`src/rtl/cpu_bus_ctrl_pkg.sv`:
```
// Shared types and address map for the CPU bus controller and its OAM DMA engine.
package nes_bus_pkg;

  typedef enum logic [1:0] {
    IDLE  = 2'd0,
    ALIGN = 2'd1,
    RD    = 2'd2,
    WR    = 2'd3
  } dma_state_t;

  typedef enum logic [2:0] {
    REG_NONE  = 3'd0,
    REG_RAM   = 3'd1,
    REG_VIDEO = 3'd2,
    REG_CTRL1 = 3'd3,
    REG_CTRL2 = 3'd4,
    REG_PRG   = 3'd5
  } region_t;

  localparam logic [15:0] RAM_END    = 16'h1FFF;
  localparam logic [15:0] VIDEO_BASE = 16'h2000;
  localparam logic [15:0] VIDEO_END  = 16'h3FFF;
  localparam logic [15:0] CTRL1_ADDR = 16'h4016;
  localparam logic [15:0] CTRL2_ADDR = 16'h4017;
  localparam logic [15:0] PRG_BASE   = 16'h8000;

  // RAM and video registers are mirrored, so only the region matters here;
  // the low address bits go out untouched for the targets to use.
  function automatic region_t decode_region(input logic [15:0] addr);
    if (addr <= RAM_END)
      return REG_RAM;
    else if (addr >= VIDEO_BASE && addr <= VIDEO_END)
      return REG_VIDEO;
    else if (addr == CTRL1_ADDR)
      return REG_CTRL1;
    else if (addr == CTRL2_ADDR)
      return REG_CTRL2;
    else if (addr >= PRG_BASE)
      return REG_PRG;
    else
      return REG_NONE;
  endfunction

endpackage

```
`src/rtl/cpu_bus_ctrl_if.sv`:
```
// CPU-side bus bundle: CPU request, source read data, region strobes and OAM write port.
interface cpu_bus_if #(
  parameter int RAM_ABITS = 11
);
  logic                 CPU_CE;
  logic [15:0]          CPU_ADDR;
  logic                 CPU_WR;
  logic [7:0]           CPU_DO;
  logic [7:0]           SYSRAM_Q;
  logic [7:0]           PRGROM_Q;
  logic [7:0]           CONTROL1;
  logic [7:0]           CONTROL2;
  logic [7:0]           VIDEO_BUS;
  logic [7:0]           BUS_OUT;
  logic [15:0]          INT_ADDR;
  logic [RAM_ABITS-1:0] SYSRAM_ADDR;
  logic                 SYSRAM_EN;
  logic                 CONTROL1_EN;
  logic                 CONTROL2_EN;
  logic                 VIDEO_EN;
  logic                 CPU_RDY;
  logic                 OAM_WE;
  logic [7:0]           OAM_ADDR;
  logic [7:0]           OAM_DATA;

  modport master (
    output CPU_CE, CPU_ADDR, CPU_WR, CPU_DO,
    output SYSRAM_Q, PRGROM_Q, CONTROL1, CONTROL2, VIDEO_BUS,
    input  BUS_OUT, INT_ADDR, SYSRAM_ADDR,
    input  SYSRAM_EN, CONTROL1_EN, CONTROL2_EN, VIDEO_EN,
    input  CPU_RDY, OAM_WE, OAM_ADDR, OAM_DATA
  );

  modport slave (
    input  CPU_CE, CPU_ADDR, CPU_WR, CPU_DO,
    input  SYSRAM_Q, PRGROM_Q, CONTROL1, CONTROL2, VIDEO_BUS,
    output BUS_OUT, INT_ADDR, SYSRAM_ADDR,
    output SYSRAM_EN, CONTROL1_EN, CONTROL2_EN, VIDEO_EN,
    output CPU_RDY, OAM_WE, OAM_ADDR, OAM_DATA
  );
endinterface

```
`src/rtl/cpu_bus_ctrl_oam_dma.sv`:
```
// OAM DMA engine: sequences page-sized copies from the CPU bus into OAM.
//
//  state | meaning
//  IDLE  | CPU owns the bus, watching for a write to the DMA trigger register
//  ALIGN | CPU stalled; one cycle, or two if triggered on an odd cycle
//  RD    | DMA drives {page, idx} and captures the resolved bus byte
//  WR    | OAM_WE pulses with the captured byte at OAM_ADDR = idx
module oam_dma
  import nes_bus_pkg::*;
#(
  parameter int          DMA_LEN = 256,
  parameter logic [15:0] DMA_REG = 16'h4014
) (
  input  logic        Clk,
  input  logic        Reset,
  input  logic        cpu_ce,
  input  logic [15:0] cpu_addr,
  input  logic        cpu_wr,
  input  logic [7:0]  cpu_do,
  input  logic [7:0]  bus_data,
  output logic        dma_active,
  output logic [15:0] dma_addr,
  output logic        cpu_rdy,
  output logic        oam_we,
  output logic [7:0]  oam_addr,
  output logic [7:0]  oam_data
);

  localparam logic [7:0] LAST_IDX = 8'(DMA_LEN - 1);

  dma_state_t state;
  logic [7:0] idx;
  logic [7:0] page;
  logic [7:0] data_q;
  logic       parity;
  logic       align_extra;
  logic       rdy_q;
  logic       we_q;

  // Transfer sequencer; everything holds while the CPU clock enable is low.
  always_ff @(posedge Clk) begin
    if (Reset) begin
      state       <= IDLE;
      idx         <= 8'h00;
      page        <= 8'h00;
      data_q      <= 8'h00;
      parity      <= 1'b0;
      align_extra <= 1'b0;
      rdy_q       <= 1'b1;
      we_q        <= 1'b0;
    end else if (cpu_ce) begin
      parity <= ~parity;
      we_q   <= 1'b0;
      case (state)
        IDLE: begin
          if (!cpu_wr && cpu_addr == DMA_REG) begin
            page        <= cpu_do;
            align_extra <= parity;
            rdy_q       <= 1'b0;
            state       <= ALIGN;
          end
        end
        ALIGN: begin
          if (align_extra)
            align_extra <= 1'b0;
          else
            state <= RD;
        end
        RD: begin
          data_q <= bus_data;
          we_q   <= 1'b1;
          state  <= WR;
        end
        WR: begin
          if (idx == LAST_IDX) begin
            idx   <= 8'h00;
            rdy_q <= 1'b1;
            state <= IDLE;
          end else begin
            idx   <= idx + 8'd1;
            state <= RD;
          end
        end
        default: state <= IDLE;
      endcase
    end
  end

  assign dma_active = (state != IDLE);
  assign dma_addr   = {page, idx};
  assign oam_addr   = idx;
  assign oam_data   = data_q;
  // Reset overrides the registered handshake so the CPU is never stalled
  // and OAM is never written while reset is held.
  assign cpu_rdy    = rdy_q | Reset;
  assign oam_we     = we_q & ~Reset;

endmodule

```
`src/rtl/cpu_bus_ctrl.sv`:
```
// CPU bus controller: address decode, read-data mux, region strobes and OAM DMA.
// Optional macro CPU_BUS_OPEN_BUS_EN keeps the last bus value and returns it
// for unmapped reads and the unused upper bits of the controller ports.
module cpu_bus_ctrl
  import nes_bus_pkg::*;
#(
  parameter int          DMA_LEN   = 256,
  parameter int          RAM_ABITS = 11,
  parameter logic [15:0] DMA_REG   = 16'h4014
) (
  input logic       Clk,
  input logic       Reset,
  cpu_bus_if.slave  bus
);

  logic        dma_active;
  logic [15:0] dma_addr;
  logic [15:0] int_addr;
  region_t     region;
  logic        cpu_write;
  logic        strobe;
  logic [7:0]  rd_data;
  logic [7:0]  bus_out;
  logic [7:0]  open_bus;

  oam_dma #(
    .DMA_LEN (DMA_LEN),
    .DMA_REG (DMA_REG)
  ) u_oam_dma (
    .Clk        (Clk),
    .Reset      (Reset),
    .cpu_ce     (bus.CPU_CE),
    .cpu_addr   (bus.CPU_ADDR),
    .cpu_wr     (bus.CPU_WR),
    .cpu_do     (bus.CPU_DO),
    .bus_data   (bus_out),
    .dma_active (dma_active),
    .dma_addr   (dma_addr),
    .cpu_rdy    (bus.CPU_RDY),
    .oam_we     (bus.OAM_WE),
    .oam_addr   (bus.OAM_ADDR),
    .oam_data   (bus.OAM_DATA)
  );

  // DMA owns the bus for the whole transfer and always reads; the CPU is ignored.
  assign int_addr  = dma_active ? dma_addr : bus.CPU_ADDR;
  assign region    = decode_region(int_addr);
  assign cpu_write = !dma_active && !bus.CPU_WR;
  assign strobe    = cpu_write && bus.CPU_CE && !Reset;

`ifdef CPU_BUS_OPEN_BUS_EN
  logic [7:0] open_bus_q;

  // Last value driven on the data bus, replayed on reads nobody answers.
  always_ff @(posedge Clk) begin
    if (Reset)
      open_bus_q <= 8'h00;
    else if (bus.CPU_CE)
      open_bus_q <= bus_out;
  end

  assign open_bus = open_bus_q;
`else
  assign open_bus = 8'h00;
`endif

  // Read-data source select.
  always_comb begin
    rd_data = open_bus;
    case (region)
      REG_RAM:   rd_data = bus.SYSRAM_Q;
      REG_VIDEO: rd_data = bus.VIDEO_BUS;
`ifdef CPU_BUS_OPEN_BUS_EN
      REG_CTRL1: rd_data = {open_bus[7:5], bus.CONTROL1[4:0]};
      REG_CTRL2: rd_data = {open_bus[7:5], bus.CONTROL2[4:0]};
`else
      REG_CTRL1: rd_data = bus.CONTROL1;
      REG_CTRL2: rd_data = bus.CONTROL2;
`endif
      REG_PRG:   rd_data = bus.PRGROM_Q;
      default:   rd_data = open_bus;
    endcase
  end

  assign bus_out = Reset ? 8'h00 : (cpu_write ? bus.CPU_DO : rd_data);

  assign bus.BUS_OUT     = bus_out;
  assign bus.INT_ADDR    = int_addr;
  assign bus.SYSRAM_ADDR = int_addr[RAM_ABITS-1:0];
  // PRGROM has no enable, so writes there fall on the floor.
  assign bus.SYSRAM_EN   = strobe && (region == REG_RAM);
  assign bus.VIDEO_EN    = strobe && (region == REG_VIDEO);
  assign bus.CONTROL1_EN = strobe && (region == REG_CTRL1);
  assign bus.CONTROL2_EN = strobe && (region == REG_CTRL2);

endmodule

```
`src/flat_wrapper.sv`:
```
// flat-port wrapper written by rule: the top's interface ports become plain ports
module cpu_bus_ctrl_flat import nes_bus_pkg::*;
#(
  parameter int          DMA_LEN   = 256,
  parameter int          RAM_ABITS = 11,
  parameter logic [15:0] DMA_REG   = 16'h4014
)
  (Clk, Reset, bus_CPU_CE, bus_CPU_ADDR, bus_CPU_WR, bus_CPU_DO, bus_SYSRAM_Q, bus_PRGROM_Q, bus_CONTROL1, bus_CONTROL2, bus_VIDEO_BUS, bus_BUS_OUT, bus_INT_ADDR, bus_SYSRAM_ADDR, bus_SYSRAM_EN, bus_CONTROL1_EN, bus_CONTROL2_EN, bus_VIDEO_EN, bus_CPU_RDY, bus_OAM_WE, bus_OAM_ADDR, bus_OAM_DATA);
  cpu_bus_if #(.RAM_ABITS(RAM_ABITS)) bus_i ();
  input logic Clk;
  input logic Reset;
  input wire logic [$bits(bus_i.CPU_CE)-1:0] bus_CPU_CE;
  input wire logic [$bits(bus_i.CPU_ADDR)-1:0] bus_CPU_ADDR;
  input wire logic [$bits(bus_i.CPU_WR)-1:0] bus_CPU_WR;
  input wire logic [$bits(bus_i.CPU_DO)-1:0] bus_CPU_DO;
  input wire logic [$bits(bus_i.SYSRAM_Q)-1:0] bus_SYSRAM_Q;
  input wire logic [$bits(bus_i.PRGROM_Q)-1:0] bus_PRGROM_Q;
  input wire logic [$bits(bus_i.CONTROL1)-1:0] bus_CONTROL1;
  input wire logic [$bits(bus_i.CONTROL2)-1:0] bus_CONTROL2;
  input wire logic [$bits(bus_i.VIDEO_BUS)-1:0] bus_VIDEO_BUS;
  output wire logic [$bits(bus_i.BUS_OUT)-1:0] bus_BUS_OUT;
  output wire logic [$bits(bus_i.INT_ADDR)-1:0] bus_INT_ADDR;
  output wire logic [$bits(bus_i.SYSRAM_ADDR)-1:0] bus_SYSRAM_ADDR;
  output wire logic [$bits(bus_i.SYSRAM_EN)-1:0] bus_SYSRAM_EN;
  output wire logic [$bits(bus_i.CONTROL1_EN)-1:0] bus_CONTROL1_EN;
  output wire logic [$bits(bus_i.CONTROL2_EN)-1:0] bus_CONTROL2_EN;
  output wire logic [$bits(bus_i.VIDEO_EN)-1:0] bus_VIDEO_EN;
  output wire logic [$bits(bus_i.CPU_RDY)-1:0] bus_CPU_RDY;
  output wire logic [$bits(bus_i.OAM_WE)-1:0] bus_OAM_WE;
  output wire logic [$bits(bus_i.OAM_ADDR)-1:0] bus_OAM_ADDR;
  output wire logic [$bits(bus_i.OAM_DATA)-1:0] bus_OAM_DATA;
  assign bus_i.CPU_CE = bus_CPU_CE;
  assign bus_i.CPU_ADDR = bus_CPU_ADDR;
  assign bus_i.CPU_WR = bus_CPU_WR;
  assign bus_i.CPU_DO = bus_CPU_DO;
  assign bus_i.SYSRAM_Q = bus_SYSRAM_Q;
  assign bus_i.PRGROM_Q = bus_PRGROM_Q;
  assign bus_i.CONTROL1 = bus_CONTROL1;
  assign bus_i.CONTROL2 = bus_CONTROL2;
  assign bus_i.VIDEO_BUS = bus_VIDEO_BUS;
  assign bus_BUS_OUT = bus_i.BUS_OUT;
  assign bus_INT_ADDR = bus_i.INT_ADDR;
  assign bus_SYSRAM_ADDR = bus_i.SYSRAM_ADDR;
  assign bus_SYSRAM_EN = bus_i.SYSRAM_EN;
  assign bus_CONTROL1_EN = bus_i.CONTROL1_EN;
  assign bus_CONTROL2_EN = bus_i.CONTROL2_EN;
  assign bus_VIDEO_EN = bus_i.VIDEO_EN;
  assign bus_CPU_RDY = bus_i.CPU_RDY;
  assign bus_OAM_WE = bus_i.OAM_WE;
  assign bus_OAM_ADDR = bus_i.OAM_ADDR;
  assign bus_OAM_DATA = bus_i.OAM_DATA;
  cpu_bus_ctrl #(.DMA_LEN(DMA_LEN), .RAM_ABITS(RAM_ABITS), .DMA_REG(DMA_REG)) u_core (.Clk(Clk), .Reset(Reset), .bus(bus_i));
endmodule
```
`config.mk`:
```
export PLATFORM = sky130hd
export DESIGN_NAME = cpu_bus_ctrl_flat
export DESIGN_NICKNAME = d
export VERILOG_FILES = /design/src/rtl/cpu_bus_ctrl_pkg.sv /design/src/rtl/cpu_bus_ctrl_if.sv /design/src/rtl/cpu_bus_ctrl_oam_dma.sv /design/src/rtl/cpu_bus_ctrl.sv /design/src/flat_wrapper.sv
export SDC_FILE = /design/constraint.sdc
export NUM_CORES = 1
export LEC_CHECK = 0
export BUFFER_PORTS_ARGS = -buffer_cell sky130_fd_sc_hd__buf_2
export CAP_MARGIN = 30
export CORE_UTILIZATION = 30
export CTS_CLUSTER_DIAMETER = 150
export DETAILED_ROUTE_END_ITERATION = 12
export SETUP_SLACK_MARGIN = 0.05
export SLEW_MARGIN = 25
export SYNTH_ARGS = -nofsm -noshare
export SYNTH_HDL_FRONTEND = slang
export SYNTH_SLANG_ARGS = --single-unit
```
`constraint.sdc`:
```
create_clock -name Clk -period 3.9 [get_ports Clk]
set_clock_uncertainty 0.05 [all_clocks]
set_input_delay 0.78 -clock Clk [delete_from_list [all_inputs] [get_ports Clk]]
set_output_delay 0.78 -clock Clk [all_outputs]
set_load 0.1 [all_outputs]
```
Word-level counts from Yosys, hierarchy flattened
Index checks and enable logic that the tools add are counted.
{"block": "op_classes", "add_sub_neg": 1, "n_mul": 0, "div": 0, "order_cmp": 4, "n_eq_ne": 15, "shifts": 0, "n_mux": 20, "bitwise": 4, "reduce_logical": 22}
{"operator": "equality test 16 x 15 -> 1 bit (second input constant)", "n": 3}
{"operator": "one-hot mux 8 bit (5 select lines)", "n": 1}
{"operator": "2-to-1 mux 8 bit", "n": 3}
{"operator": "greater-or-equal comparator 16 x 14 -> 1 bit (second input constant)", "n": 1}
{"operator": "greater-or-equal comparator 16 bit (second input constant)", "n": 1}
{"operator": "<= comparator 16 x 13 -> 1 bit (second input constant)", "n": 1}
{"operator": "<= comparator 16 x 14 -> 1 bit (second input constant)", "n": 1}
{"operator": "2-to-1 mux 16 bit", "n": 1}
{"operator": "2-to-1 mux 3 bit", "n": 5}
{"operator": "logical AND 1 bit", "n": 9}
{"operator": "AND reduction 3 bit", "n": 3}
{"operator": "adder 8 x 1 -> 8 bit (second input constant)", "n": 1}
{"operator": "equality test 8 bit (second input constant)", "n": 1}
{"operator": "one-hot mux 2 bit (4 select lines)", "n": 1}
{"operator": "equality test 3 x 2 -> 1 bit (second input constant)", "n": 2}
{"operator": "equality test 3 bit (second input constant)", "n": 2}
{"operator": "2-to-1 mux 2 bit", "n": 3}
{"operator": "!= test 2 bit (second input constant)", "n": 3}
{"operator": "nonzero test 2 bit", "n": 3}
{"operator": "equality test 2 bit (second input constant)", "n": 2}
{"operator": "2-to-1 mux 1 bit", "n": 4}
{"operator": "one-hot mux 1 bit (2 select lines)", "n": 2}
{"operator": "AND reduction 2 bit", "n": 2}
{"operator": "AND reduction 4 bit", "n": 1}
{"operator": "7 further kinds", "n": 10}
{"block": "word_totals", "register_bits": 30, "latch_bits": 0, "ramBits": 0, "mem_bits_ro": 0, "in_bits": 68, "wordCells": 74, "memories": 0}

Longest topological paths before layout
{"block": "logic_depth", "word_depth": 12, "depth_mapped": 8, "mapped_depth_nobuf": 6}

By module
Synthesis repeated with hierarchy kept, for this count alone.
{"block": "hier_totals", "cells_unflattened": 273, "hier_area_um2": 2352.3}
{"module": "oam_dma", "n_inst": 1, "cells_per_inst": 163, "area_per_inst_um2": 1433.9}
{"module": "cpu_bus_ctrl", "n_inst": 1, "cells_per_inst": 110, "area_per_inst_um2": 918.4}

Least setup slack after synthesis
No wires, ideal clock.
{"block": "synth_path", "path_kind": "register to output", "startpoint": "register u_core.u_oam_dma.state[0]", "endpoint": "output port bus_SYSRAM_ADDR[3]", "arrival_time_ns": 3.655, "required_time_ns": 3.070, "slack_ns": -0.585, "path_stages_with_launch": 7, "cell_sequence": "dfxtp_1 -> buf_6 -> nor2_4 -> buf_2 -> buf_1 -> o21ai_0 -> buf_4"}
{"block": "synth_via", "elab_chain_cells": 2}
{"item": "from (decl)", "line_no": "cpu_bus_ctrl_oam_dma.sv:31", "source": "dma_state_t state;"}
{"item": "from (signal assigned)", "line_no": "cpu_bus_ctrl_oam_dma.sv:43", "source": "state <= IDLE;"}
{"item": "from (signal assigned)", "line_no": "cpu_bus_ctrl_oam_dma.sv:60", "source": "state <= ALIGN;"}
{"item": "from (signal assigned)", "line_no": "cpu_bus_ctrl_oam_dma.sv:67", "source": "state <= RD;"}
{"item": "nonzero test 2 bit", "line_no": "cpu_bus_ctrl_oam_dma.sv:89", "source": "assign dma_active = (state != IDLE);"}
{"item": "2-to-1 mux 16 bit", "line_no": "cpu_bus_ctrl.sv:46", "source": "assign int_addr = dma_active ? dma_addr : bus.CPU_ADDR;"}
{"item": "to (decl)", "line_no": "flat_wrapper.sv:23", "source": "output wire logic [$bits(bus_i.SYSRAM_ADDR)-1:0] bus_SYSRAM_ADDR;"}
No other way between the ends.

Worst setup path in the final report
{"block": "layout_path", "startpoint": "input port bus_CPU_ADDR[13]", "endpoint": "output port bus_BUS_OUT[4]"}
{"block": "layout_via", "elab_chain_cells": 11}
{"item": "from (decl)", "line_no": "flat_wrapper.sv:13", "source": "input wire logic [$bits(bus_i.CPU_ADDR)-1:0] bus_CPU_ADDR;"}
{"item": "2-to-1 mux 16 bit *", "line_no": "cpu_bus_ctrl.sv:46"}
{"item": "greater-or-equal comparator 16 bit", "line_no": "cpu_bus_ctrl_pkg.sv:38", "source": "else if (addr >= PRG_BASE)"}
{"item": "2-to-1 mux 3 bit", "line_no": "cpu_bus_ctrl_pkg.sv:38"}
{"item": "2-to-1 mux 3 bit", "line_no": "cpu_bus_ctrl_pkg.sv:36", "source": "else if (addr == CTRL2_ADDR)"}
{"item": "2-to-1 mux 3 bit", "line_no": "cpu_bus_ctrl_pkg.sv:34", "source": "else if (addr == CTRL1_ADDR)"}
{"item": "2-to-1 mux 3 bit", "line_no": "cpu_bus_ctrl_pkg.sv:32", "source": "else if (addr >= VIDEO_BASE && addr <= VIDEO_END)"}
{"item": "2-to-1 mux 3 bit *", "line_no": "cpu_bus_ctrl_pkg.sv:30", "source": "if (addr <= RAM_END)"}
{"item": "equality test 3 bit, or another cell as far along", "line_no": "cpu_bus_ctrl.sv:70", "source": "case (region)"}
{"item": "one-hot mux 8 bit (5 select lines) *", "line_no": "cpu_bus_ctrl.sv:70"}
{"item": "2-to-1 mux 8 bit * (2 in a row)", "line_no": "cpu_bus_ctrl.sv:85", "source": "assign bus_out = Reset ? 8'h00 : (cpu_write ? bus.CPU_DO : rd_data);"}
{"item": "to (decl)", "line_no": "flat_wrapper.sv:21", "source": "output wire logic [$bits(bus_i.BUS_OUT)-1:0] bus_BUS_OUT;"}
Every way passes the cells marked *; elsewhere a longest branch is shown, timed or not.

==> summary.txt <==
Timing
  – Slew HR: 47.9%
  – RSZ-0062 raised after global routing: yes
  – Hold Worst Slack: 410 ps
  – Fin. max-slew vios: 0
  – Total negative setup slack: 0 ps
  – Final Hold Viols: 0
  – Final critical-path share of the clock period: 93.9%
  – Clock period minus worst slack: between 3000 and 4000 ps
  – F_max: around 270 MHz
  – Worst Tran Pin Value: about 800 ps
  – Setup-failing EPs final: 0

Die
  – Die width: 87.8 um
  – Ports: 125
  – Rows: 30
  – Die H: 87.8 um
  – Initial core utilization: around a third
  – Core ar.: around 6900 sq um
  – Total Die Area: roughly 7700 sq um

Yosys
  – Syn nets: around 310
  – Ys Warns: 0
  – #FFs+latches synth: 30
  – Avg Cell Area, Syn: 9.04 sq um
  – Post-Syn Area: 2210 sq um
  – Share of the yosys chip area belonging to registers: around 27%
  – Post-synth EDFFs: 0
  – Leading register cell type out of synthesis: dfxtp_1
  – Count of cell types in the netlist: 50
  – Mapped Cells: around 240
  – Post-synth ARST share: 0%

Final layout
  – P&R area growth vs syn: 41.1%
  – Final #Nets: between 400 and 500
  – Most frequent cells in the layout: 114 x buf_2, 32 x nor2_1, 30 x dfxtp_1
  – Fill cell total of the finished layout: between 600 and 700
  – Final design utilization: between 40 and 50%
  – Commonest non-fill, non-tap cell in the layout: buf_2
  – Share of layout cells above drive strength 1: just over 50%
  – Ant diodes: 0
  – Fin cells: roughly 450

Global route
  – GR Util met3: under 10%
  – Global Route Usage Sum: between 10% and 20%
  – Pin count of the biggest net entering global routing: 23
  – Vias in the first global route: between 2,000 and 2,500
  – First-pass GRT wire length: just over 10 mm
  – GR peak layer: met2
  – Total gr overflow: 0
  – Initial antenna violation count: 0
  – Grt met2 use: 28.6%
  – GR Layer Usage met1: around a quarter

Place
  – DP HPWL: roughly 5.3 mm
  – I/O Buffers: approximately 120
  – # placed instances: 439
  – Gpl congestion: about 0.81

Clock tree
  – # Post-CTS Setup Buffers: 0
  – Clock Root Buffer: clkbuf_8
  – Clock insertion delay at the later pin of the skew report: between 200 and 300 ps
  – CTS Hold Buffers Added: 0
  – H-tree depth: 2
  – Number of CTS-inserted buffers: 5
  – CTS tree: done
  – Clock Tree Buf Depth: 2
  – Post-cts sizing count: 0
  – Total clock sinks: 30
  – Clock transition at path regs: 70 ps

Worst setup path
  – CP Capture Type: output pin
  – R2R Path Start: u_core.u_oam_dma.state[0]
  – Critical path type: input pin to output pin
  – Critical Path Source Type: input pin
  – CP Launch Point: bus_CPU_ADDR[13]
  – Peak fanout along the critical path: 8
  – Reg2Reg Depth: 7
  – Worst R2R End: u_core.u_oam_dma.oam_data[0]
  – Req. time, crit path: about 3100 ps
  – Reg2Reg Setup Slack: 1370 ps
  – WP data arrival: 2830 ps

Detailed routing
  – Vias per cell: around 5.0
  – Post-route DRC: 0
  – Antenna Violating Nets Remaining: 0
  – Final wirelength: between 6 and 7 mm
  – DRT Pass-1 Iters: 4
  – Drt wl/cell: 15.4 um
  – Via count: approximately 2,200
  – Initial drt markers: approximately 130

Run status
  – Status: finished clean

Min path
  – Hold Crit Class: register to register
  – Cell count of the worst hold path: 1
  – Hold-critical path endpoint: u_core.u_oam_dma.rdy_q
  – Min-delay src: u_core.u_oam_dma.rdy_q

Power
  – Leakage power: between 1 and 1.5 nW
  – Power per cell area: 307 nW/um^2
  – Worst vdd ir: 0.160 mV
  – Overall power: between 0.9 and 1 mW

Job
  – Max-capacitance violation count: 0
worst max path at each step:
stage                                 end
final                      bus_BUS_OUT[4]
after CTS                  bus_BUS_OUT[4]
after floorplan           bus_CONTROL1_EN
after global placement     bus_BUS_OUT[4]
after global routing       bus_BUS_OUT[2]
after detailed placement   bus_BUS_OUT[4]
registers in the layout (all words and copies together), names as in the netlist:
signal / count
u_core.u_oam_dma.parity: 1
u_core.u_oam_dma.we_q: 1
u_core.u_oam_dma.rdy_q: 1
u_core.u_oam_dma.oam_addr: 8
u_core.u_oam_dma.state: 2
u_core.u_oam_dma.align_extra: 1
u_core.u_oam_dma.page: 8
u_core.u_oam_dma.oam_data: 8
area by class of cell:
| type | instances | area [sq um] | share of cell area (%) |
|---|---|---|---|
| sequential | 30 | 601 | 19.3 |
| clock inverter | 3 | 45.0 | 1.45 |
| tap | 96 | 120 | 3.86 |
| multi-input combinational | 181 | 1460 | 46.9 |
| clock buffer | 5 | 68.8 | 2.21 |
| inverter | 5 | 18.8 | 0.603 |
| timing repair buffer | 128 | 801 | 25.7 |
worst max-delay path: stages:
cell and delay (ps):
buf_2 120, nor4_2 400, nand3_1 190, a221oi_4 420, nand2_2 210, o21ai_1 230, nor3b_4 270, buf_12 210
kinds of logic after synthesis:
| family | synth area share (%) |
|---|---|
| xor+xnor | 3.18 |
| simple gates | 24.3 |
| buf+inv | 9.47 |
| flops | 27.2 |
| fa+ha+maj | 0.567 |
| compound gates | 15.2 |
| mux | 20.1 |
metrics by stage:
stage / setup WS, ps / instance area, sq um
finish: 237 / 3110
global route: 48.3 / 3110
CTS: 57.4 / 3100
detailed placement: 68.2 / 2990
global placement: 195 / 2990
floorplan: -73.1 / 2260
power breakdown:
part | internal (mW) | switching [mW] | total [mW]
clock | 0.190 | 0.132 | 0.322
combinational | 0.0980 | 0.228 | 0.326
sequential | 0.307 | 0.000670 | 0.308
cells in the mapped netlist, types with 2 or more instances:
| master | number | area, sq um |
|---|---|---|
| a22o_1 | 8 | 70.1 |
| o21ai_0 | 4 | 20.0 |
| mux2i_1 | 17 | 170 |
| nor2b_1 | 2 | 12.5 |
| nor3b_2 | 8 | 100 |
| nor4b_1 | 2 | 17.5 |
| and3_1 | 5 | 31.3 |
| buf_4 | 19 | 143 |
| nand4_1 | 6 | 37.5 |
| a222oi_1 | 8 | 80.1 |
| mux2_2 | 21 | 236 |
| nand2_1 | 8 | 30.0 |
| or2_2 | 2 | 12.5 |
| buf_1 | 3 | 11.3 |
| dfxtp_1 | 30 | 601 |
| clkbuf_1 | 4 | 15.0 |
| nand2b_1 | 3 | 18.8 |
| nor2_4 | 2 | 22.5 |
| nor2_1 | 32 | 120 |
| xor2_1 | 5 | 43.8 |
| or3_1 | 3 | 18.8 |
| xnor2_1 | 3 | 26.3 |
| a21oi_1 | 4 | 20.0 |
| o21ai_1 | 9 | 45.0 |
| nand3_1 | 5 | 25.0 |
| inv_1 | 5 | 18.8 |
| nor4_1 | 3 | 18.8 |
per-layer routing:
| metal | up-vias | share of wire (%) |
|---|---|---|
| met5 | - | 0 |
| met4 | 0 | 0.61 |
| met3 | 5 | 5.5 |
| met2 | 90 | 47 |
| met1 | 1032 | 47 |
| li1 | 1097 | - |
Note: power is estimated with default switching activity, not from simulation.
